`src/rtl/serial_word_tx_pkg.sv`:
```
// Shared types for the bit-serial word transmitter.
// Holds the FSM state encoding and the default word length.
package serial_word_tx_pkg;

   localparam int DEF_WIDTH = 64;

   typedef enum logic {
      ST_IDLE  = 1'b0,
      ST_SHIFT = 1'b1
   } state_t;

endpackage

```
`src/rtl/serial_word_tx_piso_shift_reg.sv`:
```
// Parallel-in serial-out register: load wins over shift, zero fill.
// Ports: clk, reset (sync, high), load, shift, d[WIDTH], q (bit 0).
module piso_shift_reg #(
   parameter int WIDTH = 64
) (
   input  logic             clk,
   input  logic             reset,
   input  logic             load,
   input  logic             shift,
   input  logic [WIDTH-1:0] d,
   output logic             q
);

   logic [WIDTH-1:0] sr;

   always_ff @(posedge clk) begin
      if (reset)
         sr <= '0;
      else if (load)
         sr <= d;
      else if (shift)
         sr <= {1'b0, sr[WIDTH-1:1]};
   end

   assign q = sr[0];

endmodule

```
`src/rtl/serial_word_tx.sv`:
```
// Word to bit-serial transmitter, LSB first, valid/ready on both sides.
// Ports: clk, reset, in_data/in_valid/in_ready, ser_data/valid/last/ready, tx_done.
module serial_word_tx
   import serial_word_tx_pkg::*;
#(
   parameter int WIDTH = DEF_WIDTH
) (
   input  logic             clk,
   input  logic             reset,
   input  logic [WIDTH-1:0] in_data,
   input  logic             in_valid,
   output logic             in_ready,
   output logic             ser_data,
   output logic             ser_valid,
   output logic             ser_last,
   input  logic             ser_ready,
   output logic             tx_done
);

   localparam int CW = $clog2(WIDTH);
   localparam logic [CW-1:0] LAST = CW'(WIDTH - 1);

   state_t        state_q;
   state_t        state_d;
   logic [CW-1:0] count_q;
   logic          load;
   logic          shift;
   logic          done_d;
   logic          bit0;

   piso_shift_reg #(
      .WIDTH(WIDTH)
   ) u_sr (
      .clk  (clk),
      .reset(reset),
      .load (load),
      .shift(shift),
      .d    (in_data),
      .q    (bit0)
   );

   always_ff @(posedge clk) begin
      if (reset)
         state_q <= ST_IDLE;
      else
         state_q <= state_d;
   end

   // On the final beat in_ready opens so the next word
   // loads in the same edge and streams without a bubble.
   always_comb begin
      state_d   = state_q;
      in_ready  = 1'b0;
      ser_valid = 1'b0;
      ser_last  = 1'b0;
      load      = 1'b0;
      shift     = 1'b0;
      done_d    = 1'b0;
      unique case (state_q)
         ST_IDLE: begin
            in_ready = 1'b1;
            if (in_valid) begin
               load    = 1'b1;
               state_d = ST_SHIFT;
            end
         end
         ST_SHIFT: begin
            ser_valid = 1'b1;
            ser_last  = (count_q == LAST);
            in_ready  = ser_last & ser_ready;
            if (ser_ready) begin
               shift = 1'b1;
               if (ser_last) begin
                  done_d = 1'b1;
                  if (in_valid)
                     load = 1'b1;
                  else
                     state_d = ST_IDLE;
               end
            end
         end
         default: state_d = ST_IDLE;
      endcase
   end

   always_ff @(posedge clk) begin
      if (reset)
         count_q <= '0;
      else if (load)
         count_q <= '0;
      else if (shift)
         count_q <= ser_last ? '0 : count_q + 1'b1;
   end

   always_ff @(posedge clk) begin
      if (reset)
         tx_done <= 1'b0;
      else
         tx_done <= done_d;
   end

   assign ser_data = ser_valid & bit0;

endmodule

```
`config.mk`:
```
export PLATFORM = sky130hd
export DESIGN_NAME = serial_word_tx
export DESIGN_NICKNAME = d
export VERILOG_FILES = /design/src/rtl/serial_word_tx_pkg.sv /design/src/rtl/serial_word_tx_piso_shift_reg.sv /design/src/rtl/serial_word_tx.sv
export SDC_FILE = /design/constraint.sdc
export NUM_CORES = 1
export LEC_CHECK = 0
export BUFFER_PORTS_ARGS = -buffer_cell sky130_fd_sc_hd__buf_2
export CAP_MARGIN = 20
export CORE_ASPECT_RATIO = 0.5
export CORE_MARGIN = 5
export CORE_UTILIZATION = 45
export CTS_BUF_LIST = sky130_fd_sc_hd__clkbuf_8 sky130_fd_sc_hd__clkbuf_16
export DETAILED_ROUTE_END_ITERATION = 8
export GPL_TIMING_DRIVEN = 0
export PLACE_DENSITY = 0.76
export RECOVER_POWER = 25
export SLEW_MARGIN = 40
export SYNTH_ARGS = -nofsm -noshare
export SYNTH_HDL_FRONTEND = slang
export SYNTH_SLANG_ARGS = --single-unit
```
`constraint.sdc`:
```
create_clock -name clk -period 3.8 [get_ports clk]
set_input_delay 0.38 -clock clk [delete_from_list [all_inputs] [get_ports clk]]
set_output_delay 0.38 -clock clk [all_outputs]
set_load 0.005 [all_outputs]
```
**Yosys cells after proc, flatten, opt, wreduce, memory -nomap -nowiden**

Cells that the tools add are included.

- Flip-flop bits (word level): 72
- Input port bits: 68
- Word-level logic and storage cells: 29

- Add/sub/neg operators: 1
- Equality and inequality tests: 1
- Mux-type cells: 16
- Bitwise logic cells: 4
- Reductions and logical operators: 3

Operator list:

| cell | count |
|---|---|
| $mux W64 | 2 |
| $mux W1 | 10 |
| $add A6 B1 Y6 const B | 1 |
| $eq A6 B6 Y1 const B | 1 |
| $mux W6 | 1 |
| $pmux W1 S2 | 3 |
| $reduce_or A3 Y1 | 1 |
| $and A1 B1 Y1 | 2 |
| $not A1 Y1 | 2 |
| $reduce_bool A2 Y1 | 1 |
| $reduce_or A2 Y1 | 1 |

**Depth between registers and ports, before layout**

- Depth in word-level cells: 5
- Depth in mapped cells: 6
- Mapped depth without buffers: 4

**Cells and area by module**

Synthesis repeated with hierarchy kept, for this count alone.

- Cell total of the unflattened synthesis: 329
- Area total of the unflattened synthesis: 3,398.3 µm²

Modules (own cells, without submodules):

| module | instances | cells an instance | area each (µm²) |
|---|---|---|---|
| piso_shift_reg | 1 | 284 | 3,006.6 |
| serial_word_tx | 1 | 45 | 391.6 |

**Worst setup path before layout**

No wires, ideal clock.

- Path type: flip-flop to output port
- From: register count_q[0]
- To: output in_ready
- Arrival: 1,145 ps
- Setup slack: 2,275 ps
- Stages on the path, launching flop included: 5
- Path through: dfxtp_1 ha_1 nand3_1 clkbuf_1 o21ai_1

- Longest elaborated chain between the ends: 3

Ends and longest elaborated chain:

| item | RTL line | RTL |
|---|---|---|
| start: declaration | serial_word_tx.sv:25 | `logic [CW-1:0] count_q;` |
| start signal: assignment | serial_word_tx.sv:92 | `count_q <= ser_last ? '0 : count_q + 1'b1;` |
| $eq A6 B6 Y1 | serial_word_tx.sv:69 | `ser_last = (count_q == LAST);` |
| $and A1 B1 Y1 | serial_word_tx.sv:70 | `in_ready = ser_last & ser_ready;` |
| $pmux W1 S2 | serial_word_tx.sv:59 | `unique case (state_q)` |
| end: declaration | serial_word_tx.sv:12 | `output logic in_ready,` |

No other way between the ends.

**Worst setup path in the final report**

Ends and elaborated chain as after synthesis.

==> flow_summary_export.csv <==
group,metric,value,unit
run_status,status,"finished clean",
clock_network,holdBufCountCts,0,
floorplanning,die_x,139.0,um
grt,overflow,0,
timing,hold_viol_final,0,
clock_network,cts_root_buf,"clkbuf_16",
setup_path,crit_required,3.42,ns
logic_synthesis,synth_most_common_cell,"dfxtp_1",
timing,rsz0062_at_grt,"false",
timing,fmax,413.1,MHz
logic_synthesis,synth_seq_cells,72,
logic_synthesis,synth_area_leaders,"dfxtp_1, o221ai_1, a31oi_1",
drt,via_per_inst,6.475,
timing,final.setup.tns,0,ns
power,p_leak,1.540,nW
drt,postRouteWirelength,11130,um
clock_network,clk_path_buf_depth,2,
layout,antenna_cells,0,
timing,layout_min_cycle_time,2.421,ns
floorplanning,rows,23,
timing,setup_viol,0,
floorplanning,ioPinCount,73,
clock_network,postCtsSetupRepairBufs,0,
drt,drt_pass1_iterations,5,
drt,drc,0,
logic_synthesis,avgSynthCellArea,8.723,sq um
layout,layout-area-overhead-vs-synth,21.56,%
clock_network,cts_buffers,9,
setup_path,critical_path.endpoint_type,"output port",
power,peakVddDrop,0.2184,mV
floorplanning,core,0.008058,sq mm
setup_path,critPathMaxFanout,10,
grt,antenna_found_initial,0,
timing,relSlewSlack,67.20,%
logic_synthesis,syn-num-nets,498,
placed_design,gp_congestion,0.8576,
setup_path,start_kind,"flip-flop",
logic_synthesis,synth_top_area_cell,"dfxtp_1",
logic_synthesis,syn-cell-area,0.003742,sq mm
worst_hold_path,worstHoldPathType,"in2reg",
logic_synthesis,synthCells,429,
flow_run,cap_viol_max_count,0,
logic_synthesis,synthDistinctLibCells,33,
logic_synthesis,synth-edff-count,0,
clock_network,cts_max_level,3,
layout,final_core_util,56.46,%
clock_network,ctsResizeCount,0,
logic_synthesis,synth_top_area_share,38.52,%
floorplanning,die_h,74.49,um
setup_path,r2r_setup_slack,1.87,ns
grt,grt_pass1_vias,3538,
logic_synthesis,ys_warn_count,0,
clock_network,clk_pin_slew,0.06,ns
floorplanning,start_util,46.44,%
placed_design,portBuffers,72,
layout,drive_above_1_share,23.40,%
clock_network,clk-insertion-delay-late,0.34,ns
logic_synthesis,yosysSeqAreaShare,38.52,%
setup_path,crit_slowest_cell,"dfxtp_1",
layout,nNetsFinal,581,
setup_path,critPathKind,"reg2out",
grt,grt_pass1_wl,17540,um
timing,worst_slew_pin_slew,0.4920,ns
timing,fin_worst_skew,0.004960,ns
logic_synthesis,ys_async_sr_fraction,0,%
power,p_per_area,444.7,mW/mm^2
grt,grt_start_max_net_pins,13,
drt,ant_nets,0,
timing,finalCritPeriodShare,63.70,%
setup_path,cp_cell_sequence,"ha_1 -> nand3_1 -> clkbuf_1 -> o21ai_1 -> buf_2",
placed_design,dp_hpwl,7214,um
setup_path,critPathMaxStageDelay,0.43,ns
clock_network,clock_sinks,72,
logic_synthesis,yosys-top-cells-count,"dfxtp_1, nand3_1, a31oi_1, o221ai_1, o21ai_0",
setup_path,cp_data_arrival_time,2.04,ns
grt,grtUsageTotal,20.64,%
drt,vias,4073,
drt,post_drt_wl_per_cell,17.69,um
floorplanning,dieArea,0.01035,sq mm
logic_synthesis,synth_ff_type,"dfxtp_1",
timing,finalMaxSlewViolations,0,
drt,drt-initial-drc-count,355,
clock_network,cts_tree,"yes",
==> worst paths after layout <==
kind                   start           to  cells past startpoint
setup / recovery  count_q[0]     in_ready                      5
hold / removal         reset  u_sr.sr[63]                      2
setup reg to reg     state_q  u_sr.sr[15]                      5
hold reg to reg   u_sr.sr[9]   u_sr.sr[8]                      2
==> state kept, by name (all words and copies together) (netlist names) <==
register,cells
count_q,6
state_q,1
tx_done,1
u_sr.sr,64
==> placed cells by master, fill, tap and decap left out, types with 6 or more instances in the layout <==
cell type  count
buf_4          9
nand2_1        8
o21ai_1        9
o221ai_1      63
buf_6          8
dfxtp_1       72
nand3_1       68
buf_2         78
o21ai_0       56
buf_12         6
clkbuf_16      9
clkbuf_1      28
a31oi_1       65
==> critical path, delay by kind of cell (launching register included) <==
kind | cells | cell delay [ns]
buf+inv | 2 | 0.47
flops | 1 | 0.43
simple gates | 1 | 0.32
fa+ha+maj | 1 | 0.26
compound gates | 1 | 0.22
==> metal layers <==
metal	vias up	part of all wire, %	routed length, um	track usage (%)
li1	1905	-	-	-
met1	1977	46	5146	29.02
met2	175	45	5051	31.22
met3	16	7.2	797	5.716
met4	0	1.2	135	6.291
met5	-	0	0	0
==> cell families (layout without fill, tap and decap cells) <==
family                   after synthesis  in the layout  synth area share [%]
AO/OA/AOI/OAI                        206            206                 36.88
XOR/XNOR                               1              1                0.2341
adder cells (fa/ha/maj)                1              1                0.3343
buffers and inverters                 60            148                 11.64
flip-flops                            72             72                 38.52
multiplexers                           1              1                0.4011
AND/OR/NAND/NOR                       88             88                 12.00
==> layout make-up <==
class	instances	area (sq um)
plain buffers	57	412.9
clock buffers	10	239.0
clock inverters	6	82.58
fillers	751	3508
inverters	3	11.26
multi-input cells	297	1862
flip-flops and latches	72	1441
well taps	112	140.1
repair buffers	72	360.3
==> per-stage QoR <==
step / hold slack [ns] / cells / power, mW / instance area, sq um / setup slack, ns
floorplan: 0.4479 / 429 / 1.016 / 3742 / 2.275
global placement: 0.4811 / 613 / 1.105 / 4243 / 1.841
detailed placement: 0.4873 / 613 / 1.111 / 4243 / 1.830
CTS: 0.2593 / 629 / 2.026 / 4564 / 1.439
global route: 0.2672 / 629 / 2.096 / 4549 / 1.288
finish: 0.2682 / 629 / 2.023 / 4549 / 1.379
==> report_power, final <==
part	switching (mW)	internal, mW
registers	0.0324	0.820
clock network	0.333	0.589
logic	0.138	0.110
total	0.503	1.52
Power figures use the tool's default switching activity.
